[src/rtl/bit_serializer_if.sv]
// Load-side handshake bundle for bit_serializer.
//   data_in    : word to serialize (producer -> serializer)
//   load_valid : data_in valid      (producer -> serializer)
//   load_ready : serializer can take a word this cycle (serializer -> producer)
interface bit_serializer_if #(
  parameter int unsigned WIDTH = 8
);
  logic [WIDTH-1:0] data_in;
  logic             load_valid;
  logic             load_ready;

  modport master (output data_in, output load_valid, input load_ready);
  modport slave  (input data_in, input load_valid, output load_ready);
endinterface

[src/rtl/bit_serializer.sv]
// Parallel-to-serial stage with a one-word holding buffer for gapless streaming.
// Words arrive over load_if (valid/ready) and leave one bit per clk on serial_out.
// Ports:
//   clk, n_rst  : clock, asynchronous active-low reset
//   load_if     : slave side of bit_serializer_if (data_in, load_valid, load_ready)
//   serial_out  : registered serial bit (IDLE_BIT when not streaming)
//   bit_valid   : serial_out carries a word bit
//   word_done   : high while the final bit of a word is on serial_out
//   busy        : shifting or holding buffer occupied
// Optional feature: define SER_PARITY_EN to append an even-parity bit to each word.
module bit_serializer #(
  parameter int unsigned WIDTH     = 8,
  parameter bit          MSB_FIRST = 1'b1,
  parameter bit          IDLE_BIT  = 1'b0
) (
  input  logic              clk,
  input  logic              n_rst,
  bit_serializer_if.slave   load_if,
  output logic              serial_out,
  output logic              bit_valid,
  output logic              word_done,
  output logic              busy
);

`ifdef SER_PARITY_EN
  localparam int unsigned NBITS = WIDTH + 1;
`else
  localparam int unsigned NBITS = WIDTH;
`endif
  localparam int unsigned CNT_W    = $clog2(NBITS);
  localparam logic [CNT_W-1:0] LAST_CNT = CNT_W'(NBITS - 1);

  typedef enum logic {S_IDLE = 1'b0, S_SHIFT = 1'b1} state_e;

  state_e             state_q, state_d;
  logic [CNT_W-1:0]   cnt_q, cnt_d;
  logic [WIDTH-1:0]   sh_q, sh_d;
  logic [WIDTH-1:0]   hold_q, hold_d;
  logic               hold_full_q, hold_full_d;
  logic               serial_out_q, serial_out_d;
  logic               bit_valid_q, bit_valid_d;
  logic               word_done_q, word_done_d;
  logic               busy_q, busy_d;
  logic               load_ready_q, load_ready_d;
`ifdef SER_PARITY_EN
  logic               par_q, par_d;
`endif

  logic xfer;
  assign xfer = load_if.load_valid && load_ready_q;

  // State register
  always_ff @(posedge clk or negedge n_rst) begin
    if (!n_rst) state_q <= S_IDLE;
    else        state_q <= state_d;
  end

  // Next-state and datapath: load, shift, hold-buffer management
  always_comb begin
    state_d     = state_q;
    cnt_d       = cnt_q;
    sh_d        = sh_q;
    hold_d      = hold_q;
    hold_full_d = hold_full_q;
`ifdef SER_PARITY_EN
    par_d       = par_q;
`endif
    unique case (state_q)
      S_IDLE: begin
        if (xfer) begin
          sh_d    = load_if.data_in;
          cnt_d   = '0;
          state_d = S_SHIFT;
`ifdef SER_PARITY_EN
          par_d   = ^load_if.data_in;
`endif
        end
      end
      S_SHIFT: begin
        if (cnt_q == LAST_CNT) begin
          // Held word wins; load_ready is low whenever hold_full is set
          if (hold_full_q) begin
            sh_d        = hold_q;
            cnt_d       = '0;
            hold_full_d = 1'b0;
`ifdef SER_PARITY_EN
            par_d       = ^hold_q;
`endif
          end else if (xfer) begin
            sh_d  = load_if.data_in;
            cnt_d = '0;
`ifdef SER_PARITY_EN
            par_d = ^load_if.data_in;
`endif
          end else begin
            sh_d    = '0;
            cnt_d   = '0;
            state_d = S_IDLE;
          end
        end else begin
          cnt_d = cnt_q + CNT_W'(1);
          if (MSB_FIRST) sh_d = {sh_q[WIDTH-2:0], 1'b0};
          else           sh_d = {1'b0, sh_q[WIDTH-1:1]};
          if (xfer) begin
            hold_d      = load_if.data_in;
            hold_full_d = 1'b1;
          end
        end
      end
      default: state_d = S_IDLE;
    endcase
  end

  // Outputs from next-state values so they are registered yet aligned with the shift
  always_comb begin
    serial_out_d = IDLE_BIT;
    bit_valid_d  = 1'b0;
    word_done_d  = 1'b0;
    if (state_d == S_SHIFT) begin
      bit_valid_d  = 1'b1;
      serial_out_d = MSB_FIRST ? sh_d[WIDTH-1] : sh_d[0];
      word_done_d  = (cnt_d == LAST_CNT);
`ifdef SER_PARITY_EN
      if (cnt_d == LAST_CNT) serial_out_d = par_d;
`endif
    end
    busy_d       = (state_d == S_SHIFT) || hold_full_d;
    load_ready_d = !hold_full_d;
  end

  // Datapath and output flops
  always_ff @(posedge clk or negedge n_rst) begin
    if (!n_rst) begin
      cnt_q        <= '0;
      sh_q         <= '0;
      hold_q       <= '0;
      hold_full_q  <= 1'b0;
      serial_out_q <= IDLE_BIT;
      bit_valid_q  <= 1'b0;
      word_done_q  <= 1'b0;
      busy_q       <= 1'b0;
      load_ready_q <= 1'b1;
`ifdef SER_PARITY_EN
      par_q        <= 1'b0;
`endif
    end else begin
      cnt_q        <= cnt_d;
      sh_q         <= sh_d;
      hold_q       <= hold_d;
      hold_full_q  <= hold_full_d;
      serial_out_q <= serial_out_d;
      bit_valid_q  <= bit_valid_d;
      word_done_q  <= word_done_d;
      busy_q       <= busy_d;
      load_ready_q <= load_ready_d;
`ifdef SER_PARITY_EN
      par_q        <= par_d;
`endif
    end
  end

  assign load_if.load_ready = load_ready_q;
  assign serial_out         = serial_out_q;
  assign bit_valid          = bit_valid_q;
  assign word_done          = word_done_q;
  assign busy               = busy_q;

endmodule
[src/flat_wrapper.sv]
// flat-port wrapper written by rule: the top's interface ports become plain ports
module bit_serializer_flat 
#(
  parameter int unsigned WIDTH     = 8,
  parameter bit          MSB_FIRST = 1'b1,
  parameter bit          IDLE_BIT  = 1'b0
)
  (clk, n_rst, serial_out, bit_valid, word_done, busy, load_if_data_in, load_if_load_valid, load_if_load_ready);
  bit_serializer_if #(.WIDTH(WIDTH)) load_if_i ();
  input  logic clk;
  input  logic n_rst;
  output logic serial_out;
  output logic bit_valid;
  output logic word_done;
  output logic busy;
  input wire logic [$bits(load_if_i.data_in)-1:0] load_if_data_in;
  input wire logic [$bits(load_if_i.load_valid)-1:0] load_if_load_valid;
  output wire logic [$bits(load_if_i.load_ready)-1:0] load_if_load_ready;
  assign load_if_i.data_in = load_if_data_in;
  assign load_if_i.load_valid = load_if_load_valid;
  assign load_if_load_ready = load_if_i.load_ready;
  bit_serializer #(.WIDTH(WIDTH), .MSB_FIRST(MSB_FIRST), .IDLE_BIT(IDLE_BIT)) u_core (.clk(clk), .n_rst(n_rst), .load_if(load_if_i), .serial_out(serial_out), .bit_valid(bit_valid), .word_done(word_done), .busy(busy));
endmodule
[config.mk]
export PLATFORM = sky130hd
export DESIGN_NAME = bit_serializer_flat
export DESIGN_NICKNAME = d
export VERILOG_FILES = /design/src/rtl/bit_serializer_if.sv /design/src/rtl/bit_serializer.sv /design/src/flat_wrapper.sv
export SDC_FILE = /design/constraint.sdc
export NUM_CORES = 1
export LEC_CHECK = 0
export ABC_AREA = 0
export BUFFER_PORTS_ARGS = -buffer_cell sky130_fd_sc_hd__buf_2
export CAP_MARGIN = 20
export CELL_PAD_IN_SITES_DETAIL_PLACEMENT = 0
export CELL_PAD_IN_SITES_GLOBAL_PLACEMENT = 1
export CORE_AREA = 5 5 55 77
export DETAILED_ROUTE_END_ITERATION = 7
export DIE_AREA = 0 0 60 82
export GPL_ROUTABILITY_DRIVEN = 0
export GPL_TIMING_DRIVEN = 0
export PLACE_DENSITY_LB_ADDON = 0.1
export SLEW_MARGIN = 20
export SYNTH_ARGS = -nofsm -noshare
export SYNTH_HDL_FRONTEND = slang
export SYNTH_SLANG_ARGS = --single-unit
[constraint.sdc]
create_clock -name clk -period 1.58 [get_ports clk]
set_input_delay 0.158 -clock clk [delete_from_list [all_inputs] [get_ports clk]]
set_output_delay 0.158 -clock clk [all_outputs]
set_load 0.02 [all_outputs]
==> results.md <==
- Status: finished, final reports clean
- Grt met2 use: 0.2002
- Vias per cell: 4.834
- Root Driver: clkbuf_8
- Hold Violations, Final: 0
- Clock buffer depth: 2
- Global route overflow: 0
- Worst-Margin Slew: about 0.56 ns
- DP HPWL: 1.866 mm
- Hold_ws: between 0.1 and 0.15 ns
- Multiplexer share of the synthesized area: 0.08994
- Synth Cell Area: between 0.001 and 0.0015 sq mm
- Vias after detailed routing: 846
- Cts bufs inserted: 3
- Crit path max fanout: 8
- Largest net degree at the start of global routing: 26
- Met1 usage: 0.1558
- Tcrit/Tclk final: 0.9864
- Post-synthesis simple-gate area fraction: 0.1445
- Core Util, Final: 0.4092
- Number of flops mapped to enable cells by yosys: 0
- Diodes inserted: 0
- Cell variety after synth: 26
- #FFs+latches synth: 25
- DR iter-0 viols: 17
- Io pins: 16
- Vias in the first global route: slightly above 900
- CTS Sinks: 25
- Max-cap violation count: 0
- Avg Cell Area, Syn: between 10 and 15 sq um
- Synth top area share: 0.5139
- RSZ-0062 raised after global routing: yes
- Largest family of logic cells by synthesized area: simple AND/OR/NAND/NOR gates
- Die footprint: between 0.004 and 0.005 sq mm
- Final Max Slew Viols: 0
- Clk Latency, worst-skew pair: between 0.2 and 0.3 ns
- Most numerous cell in the Yosys netlist: dfrtp_1
- Post-Syn Instances: between 100 and 150
- GRT Max-Usage Layer: met2
- Total track usage: 0.1198
- First drt pass iteration count: 4
- Final min period: 1.559 ns
- Met3 Resource Use GR: 0.02201
- # fillers: 363
- Clock skew: about 0.0060 ns
- Synthesized Nets: between 100 and 150
- Reg clk slew, reported paths: 0.09 ns
- Worst Setup Start Kind: flip-flop
- Count of final setup violators: 0
- Core Rows: 26
- Core Region: roughly 0.0035 sq mm
- First-pass GRT wire length: roughly 4.4 mm
- Synth area leaders: dfrtp_1 51%, mux2_2 7.7%, nand2_1 6.1%
- Routed WL: about 2.6 mm
- Lkg Pwr: about 0.67 nW
- Post-synth top flop: dfrtp_1
- Wire length per cell: between 15 and 20 um
- Worst Hold Class: input port to flip-flop
- WS Path Type: flip-flop to flip-flop
- Pwr/cell area: ~1800 mW/mm^2
- XOR/XNOR Fraction of Synth Area: 0
- Ys async rst share: 1.000
- Chip height: 82 um
- Yosys warnings: 0
- Port bufs: 15
- Worst slew margin: 0.6241
- Max Freq: between 600 and 700 MHz
- Residual DRC: 0
- Post-synth top cells: 24 x dfrtp_1, 19 x nand2_1, 12 x o21ai_0, 8 x inv_1, 8 x mux2_2
- H-tree depth: 1
- CTS tree: built
- Synth area leader: dfrtp_1
- Compound-Gate Fraction of Synth Area: 0.1445
- Area growth, synth to finish: 23.02%
- Crit path required time: roughly 1.7 ns
- Peak VDD IR: just under 0.0009 V
- Chip width: around 60 um
- Layout cells sized above 1: 0.3233
- DRT antenna net count: 0
- Critical Path AT: 1.71 ns
- Adder-cell share of the synthesized area: 0.03212
- Antenna violations before repair: 0
- Initial Utilization: 0.3326
- Nets@finish: roughly 150
- Post-synthesis sequential area ratio: 0.5364
- Setup crit end kind: flip-flop
-- sequential cells by signal, summed over array words and instances, names as in the netlist --
register	count
u_core.word_done	1
u_core.sh_q	8
u_core.hold_q	8
u_core.busy	1
u_core.serial_out	1
u_core.cnt_q	3
u_core.bit_valid	1
u_core.hold_full_q	1
u_core.load_if.load_ready	1
-- logic make-up after synthesis --
family	Yosys count
flops	25
compound gates	28
fa+ha+maj	3
mux	9
simple gates	34
buf+inv	13
-- per-layer routing --
layer  routed length (um)  up-vias
met5                    0        -
met1                 1226      405
met3                   92        2
met2                 1297       12
li1                     -      427
met4                   20        0
-- layout make-up --
type                    instances  area, sq um  area share
plain buffers                   5        37.54     0.02611
flip-flops and latches         25        626.9      0.4360
inverters                       8        30.03     0.02089
clock buffers                   3        41.29     0.02872
multi-input cells              74        551.8      0.3838
clock inverters                 1        5.005    0.003481
well taps                      42        52.55     0.03655
repair buffers                 17        92.59     0.06440
-- report_power, final --
group	internal, mW	switching, mW
clock	0.176	0.203
combinational	0.573	0.599
sequential	0.930	0.177
total	1.68	0.979
-- worst max-delay path, cell delays in order, from the launching register on --
cell and delay, ns:
dfrtp_1 0.43, ha_4 0.19, ha_4 0.15, and2b_2 0.27, nand2_8 0.10, mux2_4 0.30
-- cell usage in the layout (no fill, tap or decap) --
master / Yosys / layout
a22oi_1: 7 / 7
nand2b_1: 1 / 1
a32oi_1: 1 / 1
nand2_8: 0 / 1
a21oi_1: 5 / 4
nor2b_1: 1 / 1
o21ai_0: 12 / 12
nand2_1: 19 / 19
buf_2: 4 / 18
inv_1: 8 / 8
dfstp_2: 1 / 1
buf_6: 1 / 2
dlygate4sd3_1: 0 / 1
or2_2: 1 / 1
clkbuf_8: 0 / 3
nor2_4: 1 / 1
and2_1: 1 / 1
a21oi_2: 0 / 1
dfrtp_1: 24 / 24
and4_1: 1 / 1
clkinv_2: 0 / 1
buf_4: 0 / 1
a21o_1: 2 / 2
nand3_1: 5 / 5
and2b_2: 0 / 1
o21a_1: 1 / 1
ha_4: 0 / 3
mux2_2: 8 / 4
or3_1: 1 / 1
mux2_4: 1 / 5
nand3b_1: 1 / 1
-- metrics by stage --
stage	total power [mW]	area, sq um	setup TNS (ns)	worst slack, ns	instances
finish	2.658	1438	0	0.02148	175
global route	2.884	1438	-0.05727	-0.01416	175
CTS	2.540	1368	-0.06223	-0.01357	174
detailed placement	2.125	1296	-1.468	-0.2031	169
global placement	2.095	1296	-1.253	-0.1796	169
floorplan	1.833	1169	0	0.09544	112
-- what timing repair did --
item                                    CTS  global route
buffers inserted                          0             1
hold buffers                              1             0
gates resized for setup                   5            12
endpoints found under the setup margin   15            14
endpoints found under the hold margin    24             0
pin swaps                                 2             3
-- path summary, 6_finish.rpt --
path	end	startpoint	slack [ns]	cells after the start
min in group asynchronous	u_core.sh_q[6]	n_rst	0.42	2
max	u_core.hold_q[7]	u_core.cnt_q[0]	0.02	5
min reg2reg	u_core.sh_q[1]	u_core.sh_q[1]	0.47	2
max reg2reg	u_core.hold_q[7]	u_core.cnt_q[0]	0.02	5
max in group asynchronous	u_core.load_if.load_ready	n_rst	0.79	2
min	u_core.sh_q[5]	load_if_data_in[5]	0.13	3
Power figures use the tool's default switching activity.
